## src/rtl/mem_pkg.sv

```systemverilog
// Shared types and constants for the M-stage data-memory access controller:
// FSM state encoding, access-size codes, byte-mask table and alignment check.
package mem_pkg;

    typedef enum logic [1:0] {
        IDLE      = 2'd0,
        REQ_WAIT  = 2'd1,
        RESP_WAIT = 2'd2
    } mem_state_e;

    localparam logic [1:0] SZ_B = 2'd0;
    localparam logic [1:0] SZ_H = 2'd1;
    localparam logic [1:0] SZ_W = 2'd2;
    localparam logic [1:0] SZ_D = 2'd3;

    // Byte-enable pattern for an access of each size at lane 0.
    localparam logic [7:0] BYTE_MASK [4] = '{8'h01, 8'h03, 8'h0F, 8'hFF};

    function automatic logic is_aligned(input logic [1:0] size, input logic [2:0] off);
        case (size)
            SZ_B:    is_aligned = 1'b1;
            SZ_H:    is_aligned = (off[0] == 1'b0);
            SZ_W:    is_aligned = (off[1:0] == 2'b00);
            SZ_D:    is_aligned = (off == 3'b000);
            default: is_aligned = 1'b0;
        endcase
    endfunction

endpackage

```

## src/rtl/mem_lane_fmt.sv

```systemverilog
// Combinational byte-lane formatting: store data shift and strobes, load data
// shift, truncation and sign/zero extension.
module mem_lane_fmt
    import mem_pkg::*;
(
    input  logic [63:0] st_data_i,
    input  logic [2:0]  st_off_i,
    input  logic [1:0]  st_size_i,
    output logic [63:0] st_wdata_o,
    output logic [7:0]  st_wstrb_o,
    input  logic [63:0] ld_rdata_i,
    input  logic [2:0]  ld_off_i,
    input  logic [1:0]  ld_size_i,
    input  logic        ld_unsigned_i,
    output logic [63:0] ld_data_o
);

    logic [63:0] ld_shifted;

    assign st_wdata_o = st_data_i << {st_off_i, 3'b000};
    assign st_wstrb_o = BYTE_MASK[st_size_i] << st_off_i;

    assign ld_shifted = ld_rdata_i >> {ld_off_i, 3'b000};

    always_comb begin
        ld_data_o = ld_shifted;
        case (ld_size_i)
            SZ_B:    ld_data_o = {{56{!ld_unsigned_i & ld_shifted[7]}},  ld_shifted[7:0]};
            SZ_H:    ld_data_o = {{48{!ld_unsigned_i & ld_shifted[15]}}, ld_shifted[15:0]};
            SZ_W:    ld_data_o = {{32{!ld_unsigned_i & ld_shifted[31]}}, ld_shifted[31:0]};
            SZ_D:    ld_data_o = ld_shifted;
            default: ld_data_o = ld_shifted;
        endcase
    end

endmodule

```

## src/rtl/mem_stage_ctrl.sv

```systemverilog
// M-stage data-memory sequencer: request/response FSM, pipeline stall/bubble,
// store/load formatting. Optional watchdog under MEM_STAGE_CTRL_TIMEOUT_EN.
module mem_stage_ctrl
    import mem_pkg::*;
#(
    parameter int XLEN = 64
`ifdef MEM_STAGE_CTRL_TIMEOUT_EN
    , parameter int TIMEOUT_CYCLES = 255
`endif
) (
    input  logic            clk,
    input  logic            rst,
    input  logic            m_is_load,
    input  logic            m_is_store,
    input  logic [1:0]      m_size,
    input  logic            m_unsigned,
    input  logic [XLEN-1:0] m_addr,
    input  logic [XLEN-1:0] m_wdata,
    input  logic            flush,
    output logic            dmem_req_valid,
    input  logic            dmem_req_ready,
    output logic            dmem_req_we,
    output logic [XLEN-1:0] dmem_req_addr,
    output logic [XLEN-1:0] dmem_req_wdata,
    output logic [7:0]      dmem_req_wstrb,
    input  logic            dmem_resp_valid,
    input  logic [XLEN-1:0] dmem_resp_rdata,
    output logic            pipe_stall,
    output logic            regW_bubble,
    output logic [XLEN-1:0] load_data,
    output logic            load_data_valid,
`ifdef MEM_STAGE_CTRL_TIMEOUT_EN
    output logic            bus_timeout,
`endif
    output logic            misalign_fault
);

    mem_state_e  state_q, state_d;
    logic        discard_q, discard_d;
    logic        latch_en;
    logic        we_q, load_q, uns_q;
    logic [1:0]  size_q;
    logic [63:0] addr_q, wdata_q;
    logic [7:0]  wstrb_q;

    logic        mem_access, aligned, in_idle, mem_op, tmo_hit;
    logic [63:0] fmt_wdata, fmt_ld;
    logic [7:0]  fmt_wstrb;

    logic        valid_raw, we_raw, stall_raw, ld_valid_raw, fault_raw;
    logic [63:0] addr_raw, wdata_raw;
    logic [7:0]  wstrb_raw;

    assign mem_access = m_is_load | m_is_store;
    assign aligned    = is_aligned(m_size, m_addr[2:0]);
    assign in_idle    = (state_q == IDLE);
    assign mem_op     = in_idle & mem_access & aligned & !flush;

    mem_lane_fmt u_fmt (
        .st_data_i     (m_wdata),
        .st_off_i      (m_addr[2:0]),
        .st_size_i     (m_size),
        .st_wdata_o    (fmt_wdata),
        .st_wstrb_o    (fmt_wstrb),
        .ld_rdata_i    (dmem_resp_rdata),
        .ld_off_i      (addr_q[2:0]),
        .ld_size_i     (size_q),
        .ld_unsigned_i (uns_q),
        .ld_data_o     (fmt_ld)
    );

`ifdef MEM_STAGE_CTRL_TIMEOUT_EN
    logic [7:0] tmo_cnt_q, tmo_cnt_d;

    assign tmo_hit = !in_idle && (tmo_cnt_q == 8'(TIMEOUT_CYCLES));

    // Count restarts on every entry into a wait state, including REQ_WAIT->RESP_WAIT.
    always_comb begin
        tmo_cnt_d = tmo_cnt_q;
        if (state_d != IDLE && state_d != state_q) tmo_cnt_d = '0;
        else if (!in_idle)                         tmo_cnt_d = tmo_cnt_q + 8'd1;
    end

    always_ff @(posedge clk or negedge rst) begin
        if (!rst) tmo_cnt_q <= '0;
        else      tmo_cnt_q <= tmo_cnt_d;
    end

    assign bus_timeout = rst & tmo_hit;
`else
    assign tmo_hit = 1'b0;
`endif

    always_comb begin
        state_d   = state_q;
        discard_d = discard_q;
        latch_en  = 1'b0;
        case (state_q)
            IDLE: begin
                if (mem_op) begin
                    latch_en = 1'b1;
                    state_d  = dmem_req_ready ? RESP_WAIT : REQ_WAIT;
                end
            end
            REQ_WAIT: begin
                discard_d = discard_q | flush;
                if (dmem_req_ready) state_d = RESP_WAIT;
            end
            RESP_WAIT: begin
                discard_d = discard_q | flush;
                if (dmem_resp_valid) begin
                    state_d   = IDLE;
                    discard_d = 1'b0;
                end
            end
            default: state_d = IDLE;
        endcase
        if (tmo_hit) begin
            state_d   = IDLE;
            discard_d = 1'b0;
        end
    end

    always_ff @(posedge clk or negedge rst) begin
        if (!rst) begin
            state_q   <= IDLE;
            discard_q <= 1'b0;
            we_q      <= 1'b0;
            load_q    <= 1'b0;
            uns_q     <= 1'b0;
            size_q    <= '0;
            addr_q    <= '0;
            wdata_q   <= '0;
            wstrb_q   <= '0;
        end else begin
            state_q   <= state_d;
            discard_q <= discard_d;
            if (latch_en) begin
                we_q    <= m_is_store;
                load_q  <= m_is_load;
                uns_q   <= m_unsigned;
                size_q  <= m_size;
                addr_q  <= m_addr;
                wdata_q <= fmt_wdata;
                wstrb_q <= m_is_store ? fmt_wstrb : 8'h00;
            end
        end
    end

    // IDLE presents the request straight from the M-stage; REQ_WAIT replays the latched copy.
    always_comb begin
        valid_raw = 1'b0;
        we_raw    = 1'b0;
        addr_raw  = '0;
        wdata_raw = '0;
        wstrb_raw = '0;
        if (state_q == REQ_WAIT && !tmo_hit) begin
            valid_raw = 1'b1;
            we_raw    = we_q;
            addr_raw  = {addr_q[63:3], 3'b000};
            wdata_raw = wdata_q;
            wstrb_raw = wstrb_q;
        end else if (mem_op) begin
            valid_raw = 1'b1;
            we_raw    = m_is_store;
            addr_raw  = {m_addr[63:3], 3'b000};
            wdata_raw = fmt_wdata;
            wstrb_raw = m_is_store ? fmt_wstrb : 8'h00;
        end
    end

    assign stall_raw    = mem_op
                        | (((state_q == REQ_WAIT) | ((state_q == RESP_WAIT) & !dmem_resp_valid)) & !tmo_hit);
    assign ld_valid_raw = (state_q == RESP_WAIT) & dmem_resp_valid & load_q & !discard_q & !tmo_hit;
    assign fault_raw    = in_idle & mem_access & !aligned & !flush;

    // Outputs are forced low for the whole time reset is held, not just after the edge.
    assign dmem_req_valid  = rst & valid_raw;
    assign dmem_req_we     = rst & we_raw;
    assign dmem_req_addr   = rst ? addr_raw  : '0;
    assign dmem_req_wdata  = rst ? wdata_raw : '0;
    assign dmem_req_wstrb  = rst ? wstrb_raw : '0;
    assign pipe_stall      = rst & stall_raw;
    assign regW_bubble     = rst & stall_raw;
    assign load_data_valid = rst & ld_valid_raw;
    assign load_data       = (rst & ld_valid_raw) ? fmt_ld : '0;
    assign misalign_fault  = rst & fault_raw;

endmodule

```

## config.mk

```make
export PLATFORM = sky130hd
export DESIGN_NAME = mem_stage_ctrl
export DESIGN_NICKNAME = d
export VERILOG_FILES = /design/src/rtl/mem_pkg.sv /design/src/rtl/mem_lane_fmt.sv /design/src/rtl/mem_stage_ctrl.sv
export SDC_FILE = /design/constraint.sdc
export NUM_CORES = 1
export LEC_CHECK = 0
export BUFFER_PORTS_ARGS = -buffer_cell sky130_fd_sc_hd__buf_4
export CAP_MARGIN = 0
export CELL_PAD_IN_SITES_DETAIL_PLACEMENT = 0
export CELL_PAD_IN_SITES_GLOBAL_PLACEMENT = 1
export CORE_MARGIN = 2
export CORE_UTILIZATION = 33
export DETAILED_ROUTE_END_ITERATION = 12
export PLACE_DENSITY = 0.9
export SKIP_LAST_GASP = 1
export SYNTH_ARGS = -nofsm -noshare
export SYNTH_HDL_FRONTEND = slang
export SYNTH_SLANG_ARGS = --single-unit
```

## constraint.sdc

```tcl
create_clock -name clk -period 2.1 [get_ports clk]
set_input_delay 0.105 -clock clk [delete_from_list [all_inputs] [get_ports clk]]
set_output_delay 0.105 -clock clk [all_outputs]
set_load 0.005 [all_outputs]
```

**Word-level counts from Yosys, hierarchy flattened**

Index checks and enable logic that the tools add are counted.

- Magnitude comparators: 1
- Reduce and logical (&&, ||, !) cells: 12
- Equal/unequal tests: 11
- Shifts and indexed selects: 3
- Bitwise gates (word level): 23
- Mux-type cells: 28

Operators by type and width:

| kind | count |
|---|---|
| 2-to-1 mux 64 bit | 7 |
| case mux 64 bit (4 select lines) | 1 |
| left shift 64 x 6 -> 64 bit | 1 |
| right shift 64 x 6 -> 64 bit | 1 |
| 2-to-1 mux 8 bit | 6 |
| AND 1 bit | 17 |
| binary-select mux 8 bit (select 2 bit) | 1 |
| equality test 2 bit (second input constant) | 5 |
| zero test 2 bit | 4 |
| 2-to-1 mux 2 bit | 4 |
| left shift 8 x 3 -> 8 bit | 1 |
| equality test 2 x 1 -> 1 bit (second input constant) | 3 |
| 2-to-1 mux 1 bit | 6 |
| case mux 2 bit (3 select lines) | 1 |
| zero test 1 bit | 5 |
| inequality test 2 bit (second input constant) | 2 |
| bitwise OR 1 bit | 4 |
| case mux 1 bit (4 select lines) | 1 |
| greater-or-equal comparator 3 bit (second input constant) | 1 |
| zero test 3 bit | 1 |
| NOT 2 -> 3 bit | 1 |
| AND reduction 3 bit | 1 |
| inequality test 2 x 1 -> 1 bit (second input constant) | 1 |
| case mux 1 bit (2 select lines) | 1 |
| 2 further kinds | 2 |

- Register bits: 144
- Output and inout bits: 206
- Input port bits: 202
- Word-level logic and storage cells: 87

**Longest topological paths before layout**

Gate-level depths: netlist of the first run.

- Depth in word-level cells: 9
- Gate-level depth with buffers: 9
- Depth with buffers taken out: 6

**Hierarchy**

Synthesis of the first run repeated with hierarchy kept, for this count alone.

- Cells, all modules: 1520
- Area total of the unflattened synthesis: 11572.3 sq um

Modules (own cells, without submodules):

| module | cells an instance | area an instance (sq um) | times used | seq. area each (sq um) |
|---|---|---|---|---|
| mem_stage_ctrl | 1006 | 7440.9 | 1 | 3603.5 |
| mem_lane_fmt | 514 | 4131.5 | 1 | 0.0 |

**Least setup slack after synthesis of the first run**

Ideal clock, no wire load.

- Path type: register to output
- Start: reg state_q[0]
- End: out regW_bubble
- Slack: -0.135 ns
- Stages on the path, launching flop included: 10
- Data required time: 1.995 ns
- Data arrival time: 2.130 ns
- Cells stage by stage: dfrtp_1 > inv_1 > ha_1 > nand2b_1 > a2111o_1 > buf_2 > clkbuf_1 > buf_2 > a21boi_0 > buf_4

- Cells in the longest elaborated chain, start to end: 6
- Elaborated cells between the ends (all ways): 10
- Classes of those cells: 2 x eq/ne; 7 x bitwise; 1 x reduce/logical

Ends and longest elaborated chain:

| element | line | source |
|---|---|---|
| start, declared | mem_stage_ctrl.sv:38 | `mem_state_e state_q, state_d;` |
| start signal, assigned | mem_stage_ctrl.sv:136 | `state_q <= state_d;` |
| zero test 2 bit | mem_stage_ctrl.sv:56 | `assign in_idle = (state_q == IDLE);` |
| AND 1 bit (3 in series) | mem_stage_ctrl.sv:57 | `assign mem_op = in_idle & mem_access & aligned & !flush;` |
| bitwise OR 1 bit * | mem_stage_ctrl.sv:173 | `\| (((state_q == REQ_WAIT) \| ((state_q == RESP_WAIT) & !dmem_resp_valid)) & !tmo_hit);` |
| AND 1 bit * | n/a |  |
| end, declared | mem_stage_ctrl.sv:29 | `output logic regW_bubble,` |

Mark *: on every way between the ends. The rest lies on a longest branch, timed or not.

**Final worst setup path of the first run**

- Start: reg state_q[0]
- End: out dmem_req_wstrb[1]

- Cells in the longest elaborated chain, start to end: 7
- Elaborated cells between the ends (all ways): 8
- Classes of those cells: 1 x eq/ne; 3 x mux; 3 x bitwise; 1 x reduce/logical

Ends and longest elaborated chain:

| element | line | source |
|---|---|---|
| zero test 2 bit | mem_stage_ctrl.sv:56 |  |
| AND 1 bit (3 in series) | mem_stage_ctrl.sv:57 |  |
| 2-to-1 mux 8 bit | mem_stage_ctrl.sv:163 | `end else if (mem_op) begin` |
| 2-to-1 mux 8 bit * | mem_stage_ctrl.sv:157 | `if (state_q == REQ_WAIT && !tmo_hit) begin` |
| 2-to-1 mux 8 bit * | mem_stage_ctrl.sv:182 | `assign dmem_req_wstrb = rst ? wstrb_raw : '0;` |
| end, declared | mem_stage_ctrl.sv:25 | `output logic [7:0] dmem_req_wstrb,` |

Marks and branches as above.

==> qor.log, run 1 <==
qor: timing.totalNegativeSetupSlack -118.04 ns
qor: detailed_routing.via_count 14600
qor: detailed_routing.routed_wirelength_normalized_by_instance_count 24.9 um
qor: synthesis.synth_top_cell_by_area dfrtp_1
qor: layout.drive_gt1_frac 0.612
qor: cts.tritoncts.num_buffers 17
qor: layout.syn_to_final_growth 97.4%
qor: critical_path.setup.worst_path.class flop to output pin
qor: cts.postCtsHoldBufs 37
qor: synthesis.synth_sequential_area_ratio 0.327
qor: synthesis.netlist_area 0.0110 mm^2
qor: synthesis.most_frequent_cells_after_synthesis 426 x nand2_1, 168 x o21ai_0, 144 x dfrtp_1
qor: synthesis.synth_top_area_frac 0.327
qor: power_and_ir_drop.static_leakage 10.2 nW
qor: detailed_routing.vias_per_cell 5.88
qor: place.place.detailed.hpwl 37200 um
qor: power_and_ir_drop.p_int 12.0 mW
qor: critical_path.critical_path.startpoint state_q[0]$_DFFE_PN0P_
qor: power_and_ir_drop.switching_power 8.71 mW
qor: layout.final_net_count 2233
qor: detailed_routing.drt-initial-drc-count 1226
qor: timing.min_period 2.72 ns
qor: cts.h-tree-depth 4
qor: critical_path.worst-endpoint-required 2.00 ns
qor: global_route.grt_pass1_wl 82800 um
qor: hold_path.min_path_type primary input to async pin
qor: layout.fillerInstances 2421
qor: power_and_ir_drop.clock_power_share 0.153
qor: global_route.grt_util_all_layers 0.306
qor: synthesis.mean_area_per_synthesized_cell 8.06 um^2
qor: power_and_ir_drop.ir_drop 0.000687 V
qor: cts.worstSkewPairLatency 0.44 ns
qor: job.timing.max_cap.violations 0
qor: power_and_ir_drop.power.sequential.fraction 0.250
qor: timing.grt_setup_unrepaired yes
qor: power_and_ir_drop.power_density 952 mW/mm^2
qor: floorplanning.chipWidth 187 um
qor: synthesis.syn_inst 1367
qor: run_status.failing_checks hold timing, setup timing
qor: critical_path.worst_r2r_path_depth 12
qor: timing.maxSlewViolCount 0
qor: global_route.globalRouteOverflowTotal 0
qor: detailed_routing.drt_drc_violations_left 0
qor: synthesis.most_frequent_cell_after_synthesis nand2_1
qor: cts.clock-root-buffer clkbuf_16
qor: timing.period_share 1.30
qor: floorplanning.placement_row_count 66
qor: critical_path.critPathLaunchType flop
qor: detailed_routing.route.final.wire_length 61900 um
qor: cts.tritoncts_clock_tree done
qor: timing.worst_slew_margin_rel 0.171
qor: global_route.grt_pass1_vias 13800
qor: floorplanning.floorplan.core_area 0.0327 mm^2
qor: floorplanning.full_die_area 0.0349 mm^2
qor: floorplanning.die_y 187 um
qor: synthesis.synth-main-ff-cell dfrtp_1
qor: synthesis.ys_types 57
qor: place.gpl.final_weighted_congestion 0.988
qor: synthesis.synth_area_leaders dfrtp_1 33%, nand2_1 15%, mux2i_1 9.1%
qor: timing.fin_ws -0.625 ns
qor: critical_path.cp.arrival 2.62 ns
qor: critical_path.critical_path.reg2reg.endpoint wdata_q[30]$_DFFE_PN0P_
qor: timing.whs -0.280 ns
qor: critical_path.rr_startpoint state_q[0]$_DFFE_PN0P_
qor: critical_path.timing.reg2reg.setup_slack -0.41 ns
qor: detailed_routing.drt_pre_antenna_iters 6
qor: critical_path.end_kind output pin
qor: cts.path_clk_slew 0.07 ns
qor: synthesis.async_flop_share 1.00
qor: cts.cts_buffer_depth 2
qor: cts.sink_count 144
qor: timing.final.setup_skew 0.00790 ns
qor: power_and_ir_drop.switching_fraction_of_total_power 0.421
qor: synthesis.postSynthRegisterBits 144
qor: detailed_routing.final_antenna_net_count 0
qor: critical_path.setup.worst_path.end dmem_req_wstrb[1]
qor: timing.max_slew.worst_pin.slew 1.23 ns
qor: global_route.maximum_number_of_pins_on_one_net_before_global_route_repair 94
qor: critical_path.crit_path_max_fanout 3
qor: floorplanning.initial_utilization 0.337
qor: timing.finalHoldViolCount 84
qor: synthesis.yosys_warnings 0
qor: synthesis.synth_enable_flop_cells 0
qor: power_and_ir_drop.share_comb_of_total_power 0.598
qor: place.buffer_ports.inserted 404
qor: floorplanning.boundaryPins 408
qor: timing.report.final.setup_viol 342
qor: run_status.outcome finished with violations
qor: timing.achievable-frequency 0.367 GHz
qor: global_route.grt_antenna_before_repair 4
==> cell families after synthesis <==
logic type / count (synthesis) / synth area share
compound gates: 392 / 0.235
fa+ha+maj: 3 / 0.00341
buf+inv: 142 / 0.0547
flops: 144 / 0.327
mux: 150 / 0.181
other cells: 1 / 0.000340
simple gates: 535 / 0.199
==> worst min-delay path by stage <==
stage,startpoint,end,slack (ns),cells after the start
floorplan,rst,addr_q[0]$_DFFE_PN0P_,-0.19,0
global placement,rst,state_q[0]$_DFFE_PN0P_,0.19,2
detailed placement,rst,state_q[1]$_DFFE_PN0P_,0.19,2
CTS,rst,state_q[1]$_DFFE_PN0P_,-0.26,2
global route,rst,wstrb_q[5]$_DFFE_PN0P_,-0.24,2
finish,rst,wstrb_q[5]$_DFFE_PN0P_,-0.28,2
==> area by class of cell <==
| type | instances | area (um^2) | area share |
|---|---|---|---|
| repair buffers | 772 | 7570 | 0.348 |
| multi-input cells | 1083 | 9360 | 0.430 |
| clock buffers | 21 | 470 | 0.0216 |
| inverters | 10 | 45.0 | 0.00207 |
| flip-flops and latches | 144 | 3610 | 0.166 |
| clock inverters | 11 | 129 | 0.00593 |
| diodes | 3 | 7.51 | 0.000345 |
| well taps | 442 | 553 | 0.0254 |
==> power by group through the flow <==
stage	Clock [mW]	Sequential [mW]	Combinational (mW)
4_1_cts	3.17	4.72	9.61
6_report	3.16	5.17	12.4
3_3_place_gp	0	4.67	7.75
3_5_place_dp	0	4.73	7.87
5_1_grt	3.31	5.29	13.0
2_1_floorplan	0	4.52	4.53
==> per-layer routing <==
metal	routed length, um	global-route usage
met1	22800	0.365
met3	4670	0.0540
met2	30700	0.521
met5	13	0
met4	3770	0.170
==> metrics by stage <==
step | util | std cells | setup slack (ns) | instance area (um^2) | total power, mW
floorplan | - | 1369 | 0.0312 | 11000 | 9.05
global placement | 0.479 | 2257 | -0.254 | 15700 | 12.4
detailed placement | 0.479 | 2257 | -0.264 | 15700 | 12.6
CTS | 0.588 | 2419 | -0.507 | 19200 | 17.5
global route | 0.665 | 2486 | -0.691 | 21700 | 21.6
finish | 0.665 | 2486 | -0.625 | 21700 | 20.7
==> flip-flops by register name, indices dropped and copies added (netlist names) <==
register / cells
we_q: 1
state_q: 2
uns_q: 1
wdata_q: 64
discard_q: 1
load_q: 1
size_q: 2
addr_q: 64
wstrb_q: 8
==> placed cells by master, fill, tap and decap left out, types with 31 or more instances in the layout <==
| cell | n |
|---|---|
| buf_4 | 552 |
| nand2_1 | 244 |
| dfrtp_1 | 142 |
| nand2_4 | 110 |
| o21ai_2 | 100 |
| mux2i_1 | 90 |
| buf_6 | 84 |
| nand2_2 | 70 |
| buf_12 | 52 |
| clkbuf_16 | 39 |
| mux4_2 | 38 |
| dlygate4sd3_1 | 37 |
| o21ai_4 | 33 |
| nor2_1 | 31 |
==> critical path, cell delays in order, from the launching register on <==
cell	delay [ns]
dfrtp_1	0.43
inv_2	0.09
buf_6	0.11
ha_4	0.14
nand2b_4	0.08
buf_4	0.14
buf_6	0.11
a2111o_1	0.37
buf_4	0.18
nor4_4	0.22
a22o_1	0.20
buf_4	0.12
==> repair_timing <==
item	CTS	global route
buffers inserted	81	54
gates cloned	17	31
pin swaps	127	162
resized for setup	473	477
hold endpoints to repair	120	84
setup endpoints to repair	208	325
(Power assumes the default switching activity.)
==> run 2, diff against run 1 <==
--- a/config.mk
+++ b/config.mk
@@ -5,15 +5,16 @@
 export SDC_FILE = /design/constraint.sdc
 export NUM_CORES = 1
 export LEC_CHECK = 0
-export BUFFER_PORTS_ARGS = -buffer_cell sky130_fd_sc_hd__buf_4
 export CAP_MARGIN = 0
 export CELL_PAD_IN_SITES_DETAIL_PLACEMENT = 0
 export CELL_PAD_IN_SITES_GLOBAL_PLACEMENT = 1
 export CORE_MARGIN = 2
-export CORE_UTILIZATION = 33
+export CORE_UTILIZATION = 42
 export DETAILED_ROUTE_END_ITERATION = 12
-export PLACE_DENSITY = 0.9
+export DONT_BUFFER_PORTS = 1
+export PLACE_DENSITY = 0.88
 export SKIP_LAST_GASP = 1
+export SLEW_MARGIN = 40
 export SYNTH_ARGS = -nofsm -noshare
 export SYNTH_HDL_FRONTEND = slang
 export SYNTH_SLANG_ARGS = --single-unit
==> run 2 against run 1 <==
Compared with the run above: sequential share of layout area grew 2.3 points; worst setup slack gained 0.098 ns; the flow still finishes with violations (hold timing, setup timing); design area shrank 12%; clock-buffer cell count shrank 4; routed wire length shrank 5.8%; critical path depth shrank 4; global-route usage grew 5.1 points; final cell count shrank 18%; sequential power shrank 1%; core utilization grew 7.1 points.
==> qor.log, run 2 (synthesized netlist as in run 1, its figures left out) <==
qor: cts.tritoncts.num_buffers 17 [unchanged]
qor: layout.layout_top_registers addr_q x64, wdata_q x64, wstrb_q x8 [unchanged]
qor: detailed_routing.final_antenna_net_count 0 [unchanged]
qor: cts.clock-root-buffer clkbuf_16 [unchanged]
qor: floorplanning.full_die_area 0.0275 mm^2 [was 0.0349 mm^2]
qor: critical_path.end_kind output pin [unchanged]
qor: detailed_routing.via_count 13700 [was 14600]
qor: cts.h-tree-depth 4 [unchanged]
qor: cts.cts_buffer_depth 2 [unchanged]
qor: layout.fillerInstances 1616 [was 2421]
qor: run_status.failing_checks hold timing, setup timing [unchanged]
qor: layout.multiInputGateArea 0.00961 mm^2 [was 0.00936 mm^2]
qor: place.dpl_cell_area 0.0125 mm^2 [was 0.0157 mm^2]
qor: critical_path.critPathLaunchType flop [unchanged]
qor: critical_path.critical_path_buffer_and_inverter_count 3 [was 6]
qor: timing.period_share 1.25 [was 1.30]
qor: cts.tritoncts_clock_tree done [unchanged]
qor: layout.final_util 0.736 [was 0.665]
qor: layout.final_net_count 1885 [was 2233]
qor: global_route.grt_antenna_before_repair 2 [was 4]
qor: critical_path.worstPathCellList mux4_2 > nor2b_2 > or4_4 > buf_12 > buf_12 > a32oi_1 > buf_4 [was inv_2 > buf_6 > ha_4 > nand2b_4 > buf_4 > buf_6 > a2111o_1 > buf_4 > nor4_4 > a22o_1 > buf_4]
qor: critical_path.crit_path_top_delay_cell or4_4 [was dfrtp_1]
qor: critical_path.worst-endpoint-required 2.00 ns [about the same]
qor: layout.drive_gt1_frac 0.481 [was 0.612]
qor: critical_path.cp.arrival 2.52 ns [was 2.62 ns]
qor: job.timing.max_cap.violations 0 [unchanged]
qor: critical_path.critPathTopFamily simple AND/OR/NAND/NOR gates [was buffers and inverters]
qor: floorplanning.floorplan.core_area 0.0259 mm^2 [was 0.0327 mm^2]
qor: critical_path.crit_path_max_fanout 7 [was 3]
qor: timing.fin_ws -0.527 ns [was -0.625 ns]
qor: power_and_ir_drop.power_density 1000 mW/mm^2 [was 952 mW/mm^2]
qor: cts.postCtsHoldBufs 85 [was 37]
qor: layout.syn_to_final_growth 73.1% [was 97.4%]
qor: timing.finalHoldViolCount 144 [was 84]
qor: layout.seq_area 0.00361 mm^2 [unchanged]
qor: detailed_routing.drt_drc_violations_left 0 [unchanged]
qor: place.gpl.final_weighted_congestion 0.960 [was 0.988]
qor: power_and_ir_drop.static_leakage 8.24 nW [was 10.2 nW]
qor: floorplanning.boundaryPins 408 [unchanged]
qor: floorplanning.initial_utilization 0.425 [was 0.337]
qor: global_route.grt_use_met3 0.0958 [was 0.0540]
qor: floorplanning.die_y 166 um [was 187 um]
qor: floorplanning.chipWidth 166 um [was 187 um]
qor: detailed_routing.drt_pre_antenna_iters 6 [unchanged]
qor: timing.grt_setup_unrepaired yes [unchanged]
qor: global_route.use_met2 0.605 [was 0.521]
qor: global_route.maximum_number_of_pins_on_one_net_before_global_route_repair 154 [was 94]
qor: timing.maxSlewViolCount 0 [unchanged]
qor: global_route.use_met1 0.419 [was 0.365]
qor: timing.worst_slew_margin_rel 0.191 [was 0.171]
qor: global_route.grt_pass1_vias 12900 [was 13800]
qor: cts.sink_count 144 [unchanged]
qor: global_route.grt-busiest-layer met2 [unchanged]
qor: critical_path.timing.critical_path.slowest_cell_delay 0.56 ns [was 0.43 ns]
qor: global_route.grt_util_all_layers 0.357 [was 0.306]
qor: detailed_routing.vias_per_cell 6.73 [was 5.88]
qor: detailed_routing.route.final.wire_length 58300 um [was 61900 um]
qor: timing.report.final.setup_viol 278 [was 342]
qor: timing.max_slew.worst_pin.slew 1.21 ns [was 1.23 ns]
qor: hold_path.min_path_type primary input to async pin [unchanged]
qor: detailed_routing.drt-initial-drc-count 1664 [was 1226]
qor: critical_path.setup.worst_path.class flop to output pin [unchanged]
qor: layout.post-route-cell-area 0.0191 mm^2 [was 0.0217 mm^2]
qor: global_route.grt_pass1_wl 77400 um [was 82800 um]
qor: timing.whs -0.647 ns [was -0.280 ns]
qor: detailed_routing.routed_wirelength_normalized_by_instance_count 28.7 um [was 24.9 um]
qor: global_route.globalRouteOverflowTotal 0 [unchanged]
qor: place.place.detailed.hpwl 29800 um [was 37200 um]
qor: timing.totalNegativeSetupSlack -74.53 ns [was -118.04 ns]
qor: run_status.outcome finished with violations [unchanged]
qor: timing.min_period 2.63 ns [was 2.72 ns]
qor: layout.final_cell_mix 288 x nand2_1, 204 x buf_4, 142 x dfrtp_1 [was 552 x buf_4, 244 x nand2_1, 142 x dfrtp_1]
qor: place.buffer_ports.inserted 0 [was 404]
qor: power_and_ir_drop.ir_drop 0.000746 V [was 0.000687 V]
qor: layout.final_common_cell nand2_1 [was buf_4]
qor: cts.worstSkewPairLatency 0.44 ns [about the same]
qor: critical_path.cpMostUsedCell buf_12 [was buf_4]
qor: timing.final.setup_skew 0.0184 ns [was 0.00790 ns]
qor: cts.path_clk_slew 0.08 ns [was 0.07 ns]
qor: floorplanning.placement_row_count 59 [was 66]
qor: timing.achievable-frequency 0.381 GHz [was 0.367 GHz]
## run 2: changes by cell type in the layout (fill, tap and decap cells not counted), sizes merged
| cell | previous run | this run |
|---|---|---|
| inv | 11 | 17 |
| bufbuf | 2 | 4 |
| dlygate4sd3 | 37 | 84 |
| bufinv | 2 | 0 |
| clkbuf | 43 | 33 |
| buf | 711 | 320 |
| diode | 3 | 2 |
## run 2: cell type report
type	count	area share
clock inverter	15	0.00886
tap	335	0.0220
multi-input combinational	1083	0.504
inverter	10	0.00223
timing repair buffer	424	0.251
antenna	2	0.000262
sequential	144	0.189
clock buffer	17	0.0223
## run 2: worst paths after layout
| path | start | end | slack, ns | cells after the start |
|---|---|---|---|---|
| min in group clk | m_wdata[14] | wdata_q[14]$_DFFE_PN0P_ | 0.01 | 2 |
| hold / removal | rst | addr_q[7]$_DFFE_PN0P_ | -0.65 | 0 |
| max in group asynchronous | rst | addr_q[53]$_DFFE_PN0P_ | 2.44 | 0 |
| setup reg to reg | state_q[1]$_DFFE_PN0P_ | wdata_q[27]$_DFFE_PN0P_ | -0.26 | 11 |
| setup / recovery | addr_q[0]$_DFFE_PN0P_ | load_data[57] | -0.53 | 7 |
| hold reg to reg | we_q$_DFFE_PN0P_ | we_q$_DFFE_PN0P_ | 0.48 | 2 |
## run 2: timing repair
item                       CTS  global route
gates resized for setup    470           386
setup endpoints to repair  199           278
gates cloned                20            25
buffers inserted            75            59
hold endpoints to repair   246           144
pin swaps                  170           178
## run 2: routing by layer
metal / part of all wire / vias up
li1: - / 5561
met2: 0.48 / 1131
met5: 0 / -
met1: 0.34 / 6644
met4: 0.068 / 0
met3: 0.11 / 332
## run 2: through the flow
stage | power [mW] | cells | worst slack (ns)
6_report | 19.2 | 2030 | -0.527
2_1_floorplan | 9.05 | 1369 | 0.0312
5_1_grt | 19.9 | 2029 | -0.583
4_1_cts | 16.4 | 1966 | -0.455
3_5_place_dp | 11.3 | 1759 | -0.100
3_3_place_gp | 11.1 | 1759 | -0.0778
## run 2: power by group
| group | internal [mW] | switching (mW) |
|---|---|---|
| Combinational | 5.10 | 5.77 |
| Clock | 1.60 | 1.58 |
| Sequential | 4.00 | 1.10 |
